==> src/rtl/instr_fetch_unit_pkg.sv <==
// Shared definitions for the instruction fetch unit and the control unit.
// Holds the status encodings seen by the control unit, the fetch FSM state
// type, the width defaults, and a helper that maps an FSM state to its status.
package instr_fetch_unit_pkg;

  localparam int unsigned ADDR_W_DEF  = 8;
  localparam int unsigned INSTR_W_DEF = 16;
  localparam int unsigned STATUS_W    = 2;

  typedef enum logic [1:0] {
    STATUS_IDLE  = 2'd0,
    STATUS_FETCH = 2'd1,
    STATUS_READY = 2'd2,
    STATUS_DONE  = 2'd3
  } status_e;

  typedef enum logic [2:0] {
    S_IDLE  = 3'd0,
    S_REQ   = 3'd1,
    S_WAIT  = 3'd2,
    S_READY = 3'd3,
    S_DONE  = 3'd4
  } fetch_state_e;

  // REQ and WAIT both report FETCH to the control unit.
  function automatic status_e status_of(input fetch_state_e st);
    status_e s;
    s = STATUS_IDLE;
    case (st)
      S_IDLE:  s = STATUS_IDLE;
      S_REQ:   s = STATUS_FETCH;
      S_WAIT:  s = STATUS_FETCH;
      S_READY: s = STATUS_READY;
      S_DONE:  s = STATUS_DONE;
      default: s = STATUS_IDLE;
    endcase
    return s;
  endfunction

endpackage

==> src/rtl/instr_fetch_unit_pc_reg.sv <==
// Program counter register.
// Ports:
//   i_clk, i_rstn  clock, synchronous active-low reset
//   i_clr          synchronous clear to 0
//   i_load         load i_load_val (wins over i_inc)
//   i_inc          increment modulo 2^ADDR_W
//   i_load_val     jump target
//   o_pc           current counter value
module pc_reg #(
  parameter int unsigned ADDR_W = 8
) (
  input  logic              i_clk,
  input  logic              i_rstn,
  input  logic              i_clr,
  input  logic              i_load,
  input  logic              i_inc,
  input  logic [ADDR_W-1:0] i_load_val,
  output logic [ADDR_W-1:0] o_pc
);

  logic [ADDR_W-1:0] r_pc;

  // Clear, then load, then increment; the add wraps naturally at the width.
  always_ff @(posedge i_clk) begin
    if (!i_rstn || i_clr) begin
      r_pc <= '0;
    end else if (i_load) begin
      r_pc <= i_load_val;
    end else if (i_inc) begin
      r_pc <= r_pc + ADDR_W'(1);
    end
  end

  assign o_pc = r_pc;

endmodule

==> src/rtl/instr_fetch_unit.sv <==
// Instruction fetch unit: owns the program counter and instruction register,
// issues single-cycle reads to instruction memory and reports progress to
// the control unit through a 2-bit status.
// Ports:
//   clk, rstn                 clock, synchronous active-low reset
//   start                     begin execution at address 0 (from IDLE/DONE)
//   ir_load                   fetch request (honoured in READY)
//   pc_inc, pc_load           PC increment / jump strobes (honoured in READY)
//   jump_cond, Z              conditional jump taken only when Z=0
//   finish                    end of program (READY -> DONE, beats ir_load)
//   imem_rdata                memory data, valid one cycle after imem_en
//   imem_en, imem_addr        memory read request, address = pc
//   instruction               instruction register
//   status                    0 IDLE, 1 FETCH, 2 READY, 3 DONE
//   pc                        program counter
module instr_fetch_unit
  import instr_fetch_unit_pkg::*;
#(
  parameter int unsigned ADDR_W  = ADDR_W_DEF,
  parameter int unsigned INSTR_W = INSTR_W_DEF
) (
  input  logic                clk,
  input  logic                rstn,
  input  logic                start,
  input  logic                ir_load,
  input  logic                pc_inc,
  input  logic                pc_load,
  input  logic                jump_cond,
  input  logic                Z,
  input  logic                finish,
  input  logic [INSTR_W-1:0]  imem_rdata,
  output logic                imem_en,
  output logic [ADDR_W-1:0]   imem_addr,
  output logic [INSTR_W-1:0]  instruction,
  output logic [STATUS_W-1:0] status,
  output logic [ADDR_W-1:0]   pc
);

  fetch_state_e        r_state;
  fetch_state_e        w_state_nxt;
  logic [INSTR_W-1:0]  r_ir;
  logic                r_imem_en;
  status_e             r_status;
  logic [ADDR_W-1:0]   w_pc;

  logic                w_imem_en_nxt;
  status_e             w_status_nxt;
  logic                w_start_ok;
  logic                w_jump_taken;
  logic                w_pc_clr;
  logic                w_pc_load;
  logic                w_pc_inc;
  logic                w_ir_clr;
  logic                w_ir_cap;

  // State register.
  always_ff @(posedge clk) begin
    if (!rstn) begin
      r_state <= S_IDLE;
    end else begin
      r_state <= w_state_nxt;
    end
  end

  // Next-state logic.
  always_comb begin
    w_state_nxt = r_state;
    case (r_state)
      S_IDLE:  if (start) w_state_nxt = S_REQ;
      S_REQ:   w_state_nxt = S_WAIT;
      S_WAIT:  w_state_nxt = S_READY;
      S_READY: begin
        if (finish) begin
          w_state_nxt = S_DONE;
        end else if (ir_load) begin
          w_state_nxt = S_REQ;
        end
      end
      S_DONE:  if (start) w_state_nxt = S_REQ;
      default: w_state_nxt = S_IDLE;
    endcase
  end

  // Output/datapath control. imem_en and status are computed from the next
  // state so that their registered copies line up with r_state.
  always_comb begin
    w_imem_en_nxt = 1'b0;
    w_status_nxt  = STATUS_IDLE;
    w_start_ok    = 1'b0;
    w_jump_taken  = 1'b0;
    w_pc_clr      = 1'b0;
    w_pc_load     = 1'b0;
    w_pc_inc      = 1'b0;
    w_ir_clr      = 1'b0;
    w_ir_cap      = 1'b0;

    w_imem_en_nxt = (w_state_nxt == S_REQ);
    w_status_nxt  = status_of(w_state_nxt);

    w_start_ok    = start && ((r_state == S_IDLE) || (r_state == S_DONE));
    w_pc_clr      = w_start_ok;
    w_ir_clr      = w_start_ok;
    w_ir_cap      = (r_state == S_WAIT);

    // An untaken conditional jump falls through to the increment.
    w_jump_taken  = pc_load && (!jump_cond || !Z);
    if (r_state == S_READY) begin
      w_pc_load = w_jump_taken;
      w_pc_inc  = pc_inc && !w_jump_taken;
    end
  end

  // Registered outputs.
  always_ff @(posedge clk) begin
    if (!rstn) begin
      r_imem_en <= 1'b0;
      r_status  <= STATUS_IDLE;
    end else begin
      r_imem_en <= w_imem_en_nxt;
      r_status  <= w_status_nxt;
    end
  end

  // Instruction register; memory data lands while in WAIT.
  always_ff @(posedge clk) begin
    if (!rstn || w_ir_clr) begin
      r_ir <= '0;
    end else if (w_ir_cap) begin
      r_ir <= imem_rdata;
    end
  end

  pc_reg #(
    .ADDR_W (ADDR_W)
  ) u_pc_reg (
    .i_clk      (clk),
    .i_rstn     (rstn),
    .i_clr      (w_pc_clr),
    .i_load     (w_pc_load),
    .i_inc      (w_pc_inc),
    .i_load_val (r_ir[ADDR_W-1:0]),
    .o_pc       (w_pc)
  );

  assign imem_en     = r_imem_en;
  assign imem_addr   = w_pc;
  assign pc          = w_pc;
  assign instruction = r_ir;
  assign status      = r_status;

endmodule
==> config.mk <==
export PLATFORM = sky130hd
export DESIGN_NAME = instr_fetch_unit
export DESIGN_NICKNAME = d
export VERILOG_FILES = /design/src/rtl/instr_fetch_unit_pkg.sv /design/src/rtl/instr_fetch_unit_pc_reg.sv /design/src/rtl/instr_fetch_unit.sv
export SDC_FILE = /design/constraint.sdc
export NUM_CORES = 1
export LEC_CHECK = 0
export ABC_AREA = 0
export BUFFER_PORTS_ARGS = -buffer_cell sky130_fd_sc_hd__buf_2
export CAP_MARGIN = 5
export CORE_ASPECT_RATIO = 2
export CORE_MARGIN = 2
export CORE_UTILIZATION = 40
export CTS_CLUSTER_DIAMETER = 40
export CTS_CLUSTER_SIZE = 25
export DETAILED_ROUTE_END_ITERATION = 12
export GPL_ROUTABILITY_DRIVEN = 0
export PLACE_DENSITY = 0.69
export SLEW_MARGIN = 10
export SYNTH_ARGS = -nofsm -noshare
export SYNTH_HDL_FRONTEND = slang
export SYNTH_HIERARCHICAL = 1
export SYNTH_SLANG_ARGS = --single-unit
==> constraint.sdc <==
create_clock -name clk -period 2.1 [get_ports clk]
set_input_delay 0.105 -clock clk [delete_from_list [all_inputs] [get_ports clk]]
set_output_delay 0.105 -clock clk [all_outputs]
set_load 0.01 [all_outputs]
; ---- Yosys cells after proc, flatten, opt, wreduce, memory -nomap -nowiden
; Cells that the tools add are included.
[word_totals]
in_bits = 25
reg_bits = 30
word_cells = 37
output_inout_bits = 35
[classes]
n_reduce_logical = 14
mux = 9
add_sub_neg = 1
n_eq_ne = 8
[ops]
columns = op, count
row1 = $mux W8, 2
row2 = $eq A3 B2 Y1 const B, 4
row3 = $pmux W3 S4, 1
row4 = $mux W3, 3
row5 = $add A8 B1 Y8 const B, 1
row6 = $eq A3 B1 Y1 const B, 2
row7 = $eq A3 B3 Y1 const B, 2
row8 = $pmux W2 S3, 1
row9 = $logic_not A1 Y1, 4
row10 = $reduce_or A2 Y1, 2
row11 = $logic_and A1 B1 Y1, 3
row12 = $logic_not A3 Y1, 1
row13 = $logic_or A1 B1 Y1, 3
row14 = $mux W1, 2
row15 = $reduce_bool A2 Y1, 1

; ---- Longest topological paths before layout
; Gate-level depths: netlist of the first run.
[depth]
depth_word = 8
mapped_depth = 7
ltp_nobuf = 6

; ---- By module
; Netlist of the first run, hierarchy kept.
[by_module_without_submodules]
columns = module, cells_each, area_per_inst_um2, seq_area_each_um2, instances
row1 = instr_fetch_unit, 111, 932.1, 440.4, 1
row2 = pc_reg, 49, 432.9, 160.2, 1

; ---- Worst setup path after synthesis of the first run
; Ideal clock, no wire load.
[synth_timing]
path_kind = register -> register
startpoint = register r_state[1]
endpoint = register u_pc_reg.r_pc[7] (netlist: u_pc_reg/o_pc[7])
n_path_buf = 1
path_stages_with_launch = 7
arrival_ps = 1667
synth_period_minus_slack_ps = 1730
setup_ps = 63
setup_slack_ps = 370
required_time_ps = 2037
path_cell_list = dfxtp_1 > nor2b_2 > and4_1 > buf_4 > and4bb_1 > or4b_1 > nand3_1
[synth_between]
elab_cells_between_ends = 10
classes_between = 2 x eq/ne / 3 x mux / 5 x reduce/logical
[synth_lines]
columns = item, line
row1 = start: declaration, instr_fetch_unit.sv:39  ; fetch_state_e r_state;
row2 = start signal: assignment, instr_fetch_unit.sv:61  ; r_state <= w_state_nxt;
row3 = $eq A3 B2 Y1, instr_fetch_unit.sv:107  ; if (r_state == S_READY) begin
row4 = $mux W1, instr_fetch_unit.sv:107
row5 = net w_pc_inc, instr_fetch_unit.sv:52  ; logic w_pc_inc;
row6 = $reduce_bool A2 Y1 (no line), -
row7 = end signal: assignment, instr_fetch_unit_pc_reg.sv:28  ; r_pc <= i_load_val;
row8 = end signal: assignment, instr_fetch_unit_pc_reg.sv:30  ; r_pc <= r_pc + ADDR_W'(1);
row9 = end: declaration, instr_fetch_unit_pc_reg.sv:21  ; logic [ADDR_W-1:0] r_pc;
; The timed path passes the listed nets, and every way through them passes these cells.
; A chain may end at the register's enable or synchronous reset.

; ---- Worst setup path in the final report of the first run
[layout_timing]
startpoint = register r_state[1]
endpoint = register u_pc_reg.r_pc[5] (netlist: u_pc_reg/o_pc[5])
; Same word-level chain as after synthesis.

==> impl_metrics.csv, run 1 <==
group,metric,value,unit
sta,period_needed,1.882,ns
logic_synthesis,synth_cell_types,37,
critical_path,cp-start-kind,"flop",
clocking,post_cts_buffers,0,
floorplanning,rows,30,
route,wl_met1,1108,µm
critical_path,cp.arrival,2.09,ns
clocking,cts.sinks,30,
logic_synthesis,yosys_warnings,6,
placed_design,detailed_place_hpwl,2295,µm
global_routing,grt_pass1_vias,1156,
critical_path,cp_top_family,"simple AND/OR/NAND/NOR gates",
global_routing,grt-ovfl-total,0,
floorplanning,die_y,86.62,µm
logic_synthesis,synth_nets,186,
critical_path,slowest_delay,0.45,ns
finish,areaGrowthSynthToFinish,22.82,%
clocking,root_buffer,"clkbuf_8",
route,wl_met2,1634,µm
sta,setup_viol,0,
worst_hold_path,hold_class,"input port to flop",
route,num_vias,1265,
critical_path,worstSetupEndpointType,"flop",
placed_design,port_buffers,59,
finish,diodes,0,
floorplanning,die_x,45.31,µm
clocking,ctsResizeCount,0,
clocking,clk_pin_slew,0.06,ns
floorplanning,ios,60,
sta,final_max_slew_viol_count,0,
sta,fin_setup_tns,0,ns
route,routed_wl,2983,µm
sta,fin_crit_sh,89.63,%
floorplanning,start_util,40.86,%
sta,grt_setup_unrepaired,"false",
clocking,htree_levels,2,
finish,drive_above_1_share,33.02,%
finish,nets,237,
power,total_power,1.244,mW
sta,skew,0.004991,ns
floorplanning,coreArea,3341,µm²
power,ir_drop,0.5400,mV
logic_synthesis,syn_area_per_cell,8.532,µm²
critical_path,path_class,"flop to flop",
logic_synthesis,synth.area.top_cells,"dfxtp_1 44%, nand2_1 11%, a21oi_1 7.0%, buf_4 6.0%, o21ai_0 3.3%",
logic_synthesis,synth_seq_area_share,44.00,%
clocking,numCtsBuffers,5,
critical_path,crit_required,2.30,ns
clocking,cts_tree,"yes",
critical_path,cp_max_fo,8,
logic_synthesis,synth.cell_area,1365,µm²
global_routing,grt_util_all_layers,17.18,%
route,via_per_inst,5.184,
global_routing,grt_max_degree,17,
sta,fmaxAchievable,531.3,MHz
logic_synthesis,syn-instance-count,160,
route,routed.top_layer,"met4",
sta,hold_viol,0,
sta,whs,0.06438,ns
floorplanning,die_area,3924,µm²
route,drc,0,
route,dr_wl_met3,179,µm
critical_path,path_buf_inv,1,
flow_run,maxCapViolations,0,
critical_path,cp_cell_sequence,"nor2b_2, and4_1, buf_4, nand4_1, or3_1, a31oi_1",
logic_synthesis,synth_area_leader_cell,"dfxtp_1",
power,p_leak,0.7929,nW
global_routing,antenna_found_initial,0,
sta,slew_headroom,57.11,%
route,firstDrtPassIters,4,
route,drtIter0Drc,17,
clocking,clk_latency,0.28,ns
route,drt.antenna.violating_nets,0,
logic_synthesis,synth-seq-cells,30,
logic_synthesis,synth_top_area_share,44.00,%
power,power_density,741.8,nW/µm²
clocking,cts_hold_buf,0,
critical_path,slowest_stage,"dfxtp_1",
global_routing,grt_pass1_wl,4974,µm
run_status,status,"finished clean",
clocking,clockBufferDepth,2,
route,routedWlPerCell,12.23,µm
sta,worst_pin_slew,0.6426,ns
-- cell usage in the layout (no fill, tap or decap), types with 2 or more instances in the layout --
master / netlist / routed
nor3b_1: 2 / 2
dfxtp_1: 30 / 30
nand2_1: 41 / 41
and2_1: 2 / 2
clkbuf_8: 0 / 6
xnor2_1: 2 / 2
nor3_1: 2 / 2
nor2_1: 2 / 2
or3_1: 2 / 2
nand2b_1: 2 / 2
nand4_1: 3 / 3
nor2b_1: 3 / 3
o211a_1: 4 / 4
nand3_1: 2 / 2
buf_2: 1 / 59
o21ai_0: 9 / 9
a21oi_1: 19 / 19
a31oi_1: 2 / 2
inv_1: 2 / 2
xor2_1: 2 / 2
-- final timing paths --
path                   startpoint               end  slack [ns]  cells past startpoint
setup reg to reg       r_state[1]  u_pc_reg/o_pc[5]        0.22                      6
setup / recovery       r_state[1]  u_pc_reg/o_pc[5]        0.22                      6
hold reg to reg   instruction[14]   instruction[14]        0.45                      2
hold / removal      imem_rdata[5]    instruction[5]        0.06                      3
-- layer usage --
layer	vias to the layer above	track usage, %
li1	641	-
met1	570	17.84
met2	48	30.13
met3	6	4.792
met4	0	8.021
met5	-	0
-- power by group --
part | switching (mW) | internal (mW)
combinational | 0.0906 | 0.0668
sequential | 0.0229 | 0.595
clock | 0.205 | 0.264
total | 0.318 | 0.925
-- registers in the layout, summed over array words and instances, names as in the netlist --
signal / flops
imem_en: 1
instruction: 16
r_state: 3
status: 2
u_pc_reg/o_pc: 8
-- per-stage QoR --
| stage | instance area [µm²] | instances | utilization (%) | setup slack (ns) |
|---|---|---|---|---|
| detailed placement | 1585 | 236 | 47.45 | 0.2218 |
| CTS | 1677 | 244 | 50.19 | 0.2042 |
| global placement | 1585 | 236 | 47.45 | 0.3000 |
| global route | 1677 | 244 | 50.19 | 0.03671 |
| floorplan | 1365 | 160 | - | 0.3704 |
| finish | 1677 | 244 | 50.19 | 0.2178 |
-- logic make-up (layout without fill, tap and decap cells) --
logic type / Yosys count / after routing / synth area share [%]
compound gates: 38 / 38 / 16.50
mux: 1 / 1 / 0.7333
simple gates: 68 / 68 / 25.76
fa+ha+maj: 1 / 1 / 0.9164
xor+xnor: 4 / 4 / 2.567
flops: 30 / 30 / 44.00
buf+inv: 18 / 70 / 9.531
-- synthesized netlist by cell type --
master	instances
nor3b_4	1
a31oi_1	2
a21oi_1	19
or3b_1	1
or3_1	2
buf_6	1
and2_1	2
nand2b_1	2
clkbuf_2	1
nand4_1	3
o21ai_0	9
buf_8	1
or4b_1	1
mux2i_1	1
inv_1	2
clkbuf_1	1
nor3_1	2
ha_1	1
o211ai_1	1
nor3b_1	2
nor2_1	2
xor2_1	2
nor3b_2	1
nand2_1	41
and4bb_1	1
a21boi_0	1
xnor2_1	2
a32oi_1	1
dfxtp_1	30
a221oi_1	1
nor2b_2	1
buf_2	1
nor2b_1	3
buf_4	11
nand3_1	2
and4_1	1
o211a_1	4
-- area by class of cell --
type	count	area (µm²)
fillers	343	1664
multi-input cells	112	634.4
flip-flops and latches	30	600.6
repair buffers	60	302.8
clock buffers	7	86.33
well taps	32	40.04
inverters	2	7.507
clock inverters	1	5.005
-- tightest hold or removal path: stages --
cell,delay [ns]
buf_2,0.10
nand2_1,0.04
a21oi_1,0.05
Note: power is estimated with default switching activity, not from simulation.
==> inputs of run 2 (changes only) <==
REMOVE_ABC_BUFFERS = 1   (was unset)
==> run 2 against run 1 <==
Sequential share of layout area is 0.11 points lower. Cell count stayed put. Sequential power hardly changed. Critical path depth decreased by 1. Clock power is 2% higher. Register-to-register slack got worse by 0.02 ns. First-iteration DRC count rose by 110%. Highest routed layer unchanged. Setup slack lost 0.023 ns. Clock-buffer cell count down 1.
==> impl_metrics.csv, run 2 (synthesized netlist as in run 1, its figures left out) <==
group,metric,value,unit
route,wl_met1,1120,µm
route,drt.antenna.violating_nets,0,
sta,grt_setup_unrepaired,"false",
critical_path,cp-start-kind,"flop",
clocking,cts.sinks,30,
power,ir_drop,0.5362,mV
power,pwr-share-clk,38.1,%
clocking,cts_hold_buf,0,
power,total_power,1.254,mW
global_routing,grt_pass1_vias,1143,
finish,final_cells,244,
critical_path,cp.arrival,2.12,ns
sta,fmaxAchievable,524.8,MHz
global_routing,antenna_found_initial,0,
route,via_per_inst,5.168,
route,drtIter0Drc,36,
finish,design_area,1682,µm²
power,pwr-share-comb,12.6,%
floorplanning,coreArea,3341,µm²
clocking,cts_tree,"yes",
global_routing,grt-ovfl-total,0,
clocking,post_cts_buffers,0,
placed_design,dp.cells,236,
placed_design,place_area,1585,µm²
sta,skew,0.008415,ns
finish,fillCellCount,335,
floorplanning,start_util,40.86,%
critical_path,cp_max_fo,8,
floorplanning,die_y,86.62,µm
critical_path,cp-startpoint,"r_state[1]",
clocking,numCtsBuffers,5,
route,routed.top_layer,"met4",
floorplanning,ios,60,
placed_design,port_buffers,59,
placed_design,dpl_worst_slack,0.1559,ns
route,wl_met2,1664,µm
power,swShare,26.29,%
power,p_int,0.9243,mW
clocking,root_buffer,"clkbuf_8",
power,power_density,745.8,nW/µm²
sta,worst_pin_slew,0.6389,ns
worst_hold_path,hold_class,"input port to flop",
route,routedWlPerCell,12.18,µm
worst_hold_path,hold_start,"imem_rdata[5]",
critical_path,path_class,"flop to flop",
clocking,clk_pin_slew,0.07,ns
route,num_vias,1261,
sta,slew_headroom,57.36,%
finish,drive_above_1_share,33.96,%
finish,layout_common_cells,"59 x buf_2, 41 x nand2_1, 30 x dfxtp_1, 19 x a21oi_1, 9 x o21ai_0",
run_status,status,"finished clean",
sta,fin_ws,0.1946,ns
global_routing,grt_pass1_wl,4974,µm
route,routed_wl,2971,µm
critical_path,r2r-start,"r_state[1]",
global_routing,grt_max_degree,17,
sta,fin_crit_sh,90.73,%
clocking,htree_levels,2,
finish,largest_register_ffs,16,
sta,final_max_slew_viol_count,0,
critical_path,crit_required,2.32,ns
critical_path,worstSetupEndpointType,"flop",
sta,fin_setup_tns,0,ns
power,sequentialPowerShare,49.2,%
sta,period_needed,1.905,ns
route,firstDrtPassIters,4,
flow_run,maxCapViolations,0,
floorplanning,die_x,45.31,µm
placed_design,detailed_place_hpwl,2216,µm
finish,nets,237,
route,drc,0,
finish,final_common_cell,"buf_2",
finish,diodes,0,
floorplanning,die_area,3924,µm²
power,power_switching,0.3298,mW
sta,setup_viol,0,
sta,hold_viol,0,
power,p_leak,0.7919,nW
clocking,clk_latency,0.28,ns
clocking,clockBufferDepth,2,
global_routing,grt_util_all_layers,17.09,%
route,dr_wl_met3,137,µm
floorplanning,rows,30,
finish,areaGrowthSynthToFinish,23.19,%
## run 2: changes by cell type in the layout (fill, tap and decap cells not counted), sizes merged
cell      previous run  this run
clkbuf               7         6
clkinvlp             0         1
## run 2: repair_timing
item,in CTS,in global routing
endpoints found under the setup margin,0,1
endpoints found under the hold margin,0,0
resized for setup,0,1
## run 2: worst paths after layout
| path | endpoint | slack (ns) | depth (start not counted) |
|---|---|---|---|
| max reg2reg | u_pc_reg/o_pc[7] | 0.19 | 5 |
| min reg2reg | instruction[8] | 0.45 | 2 |
| max | u_pc_reg/o_pc[7] | 0.19 | 5 |
| min | instruction[5] | 0.06 | 3 |
## run 2: per-stage QoR
step,hold WS [ns],utilization [%]
2_1_floorplan,0.2267,-
3_3_place_gp,0.3459,47.45
3_5_place_dp,0.3496,47.45
4_1_cts,0.04843,50.30
5_1_grt,0.04947,50.34
6_report,0.05617,50.34
## run 2: final cells by class
class	count	area (µm²)	share of cell area (%)
repair buffers	60	302.8	18.01
flip-flops and latches	30	600.6	35.71
multi-input cells	112	635.6	37.80
well taps	32	40.04	2.381
clock buffers	6	82.58	4.911
inverters	2	7.507	0.4464
clock inverters	2	12.51	0.7440
## run 2: critical path, stage by stage, from the launching register on
cell,delay (ns)
dfxtp_1,0.46
nor2b_2,0.28
and4_2,0.35
and4bb_1,0.24
or4b_1,0.43
nand3_1,0.09
## run 2: power groups by stage
| stage | combinational, mW | sequential (mW) | clock, mW |
|---|---|---|---|
| finish | 0.159 | 0.617 | 0.478 |
| global route | 0.180 | 0.621 | 0.529 |
| CTS | 0.161 | 0.617 | 0.498 |
| detailed placement | 0.161 | 0.630 | 0 |
| global placement | 0.159 | 0.629 | 0 |
| floorplan | 0.0805 | 0.638 | 0 |
## run 2: per-layer routing
| layer | vias up | track usage, % |
|---|---|---|
| met5 | - | 0 |
| met4 | 0 | 8.021 |
| met3 | 4 | 4.375 |
| met2 | 36 | 28.70 |
| met1 | 581 | 19.25 |
| li1 | 640 | - |
==> inputs of run 3 (changes only) <==
RECOVER_POWER = 100   (was unset)
SETUP_SLACK_MARGIN = 0.3   (was unset)
==> run 3 against run 2 <==
Clock-buffer cell count unchanged. Combinational power decreased by 3%. Worst hold slack improved by 0.00090 ns. Register-to-register slack improved by 0.11 ns. Die area unchanged. Final area decreased by 2.5%. Cell count unchanged.
==> impl_metrics.csv, run 3 (synthesized netlist as in run 1, its figures left out) <==
group,metric,value,unit
run_status,status,"finished clean",
clocking,htree_levels,2,
power,pwr-share-comb,12.3,%
route,num_vias,1274,
finish,fillCellCount,354,
clocking,cts_hold_buf,0,
route,routedWlPerCell,12.26,µm
power,pwr-share-clk,38.2,%
sta,whs,0.05708,ns
sta,final_max_slew_viol_count,0,
sta,fin_setup_tns,0,ns
route,drc,0,
global_routing,grt_max_degree,17,
sta,fmaxAchievable,558.4,MHz
global_routing,grt_util_all_layers,17.25,%
critical_path,cp_max_fo,11,
power,p_int,0.9198,mW
critical_path,worstSetupEndpointType,"flop",
route,via_per_inst,5.221,
finish,final_cells,244,
placed_design,detailed_place_hpwl,2216,µm
placed_design,place_area,1585,µm²
sta,grt_setup_unrepaired,"false",
critical_path,cp.arrival,2.01,ns
global_routing,grt-ovfl-total,0,
critical_path,crit_required,2.32,ns
finish,diodes,0,
clocking,clockBufferDepth,2,
sta,hold_viol,0,
critical_path,cp-start-kind,"flop",
sta,period_needed,1.791,ns
route,drtIter0Drc,33,
clocking,root_buffer,"clkbuf_8",
power,power_density,761.3,nW/µm²
sta,slew_headroom,56.85,%
placed_design,port_buffers,59,
sta,setup_viol,0,
global_routing,grt_pass1_vias,1156,
route,routed_wl,2992,µm
floorplanning,die_y,86.62,µm
power,ir_drop,0.5349,mV
floorplanning,die_area,3924,µm²
finish,areaGrowthSynthToFinish,20.16,%
critical_path,path_class,"flop to flop",
finish,nets,237,
global_routing,antenna_found_initial,0,
global_routing,met3_usage,4.375,%
global_routing,grt_pass1_wl,5030,µm
floorplanning,ios,60,
finish,largest_register_ffs,16,
worst_hold_path,hold_class,"input port to flop",
clocking,cts.sinks,30,
global_routing,use_met2,29.22,%
finish,layout_common_cells,"41 x nand2_1, 35 x clkbuf_1, 29 x dfxtp_1, 24 x buf_2, 19 x a21oi_1",
global_routing,use_met1,19.25,%
placed_design,dpl_worst_slack,0.1559,ns
finish,drive_above_1_share,16.98,%
power,total_power,1.249,mW
power,p_leak,0.6402,nW
clocking,numCtsBuffers,5,
floorplanning,coreArea,3341,µm²
finish,design_area,1640,µm²
placed_design,dp.cells,236,
sta,skew,0.008571,ns
sta,worst_pin_slew,0.6473,ns
global_routing,top_usage_layer,"met2",
finish,final_common_cell,"nand2_1",
sta,fin_crit_sh,85.28,%
finish,postLayoutCoreUtil,49.10,%
power,power_switching,0.3289,mW
power,swShare,26.34,%
clocking,cts_tree,"yes",
route,firstDrtPassIters,4,
floorplanning,rows,30,
clocking,clk_pin_slew,0.07,ns
floorplanning,die_x,45.31,µm
route,drt.antenna.violating_nets,0,
power,sequentialPowerShare,49.5,%
flow_run,maxCapViolations,0,
clocking,clk_latency,0.28,ns
floorplanning,start_util,40.86,%
sta,fin_ws,0.3090,ns
## run 3: area by class of cell
type / count / area (µm²) / area share, %
inverters: 2 / 7.507 / 0.4577
well taps: 32 / 40.04 / 2.441
repair buffers: 60 / 259.0 / 15.79
multi-input cells: 112 / 634.4 / 38.67
clock inverters: 2 / 12.51 / 0.7628
clock buffers: 6 / 82.58 / 5.034
flip-flops and latches: 30 / 604.3 / 36.84
## run 3: critical path: stages (launching register included)
cell      delay (ns)
dfxtp_1         0.54
and4_1          0.42
and4bb_1        0.26
or4b_1          0.43
nand3_1         0.09
## run 3: path summary, 6_finish.rpt
path	startpoint	end	slack, ns	cells past startpoint
setup / recovery	r_state[0]	u_pc_reg/o_pc[7]	0.31	4
hold / removal	imem_rdata[5]	instruction[5]	0.06	3
setup reg to reg	r_state[0]	u_pc_reg/o_pc[7]	0.31	4
hold reg to reg	instruction[8]	instruction[8]	0.45	2
## run 3: what timing repair did
| item | CTS | global route |
|---|---|---|
| cloned | 0 | 0 |
| setup buffers | 0 | 0 |
| resized for setup | 3 | 3 |
| endpoints found under the setup margin | 3 | 1 |
## run 3: power groups by stage
stage | clock network (mW) | registers, mW | logic, mW
6_report | 0.477 | 0.618 | 0.154
3_5_place_dp | 0 | 0.630 | 0.161
4_1_cts | 0.498 | 0.618 | 0.163
5_1_grt | 0.529 | 0.622 | 0.174
2_1_floorplan | 0 | 0.638 | 0.0805
3_3_place_gp | 0 | 0.629 | 0.159
## run 3: layer usage
metal	routed length [µm]	share of wire (%)
met3	138	4.6
met4	47	1.6
met1	1140	38
met2	1666	56
met5	0	0
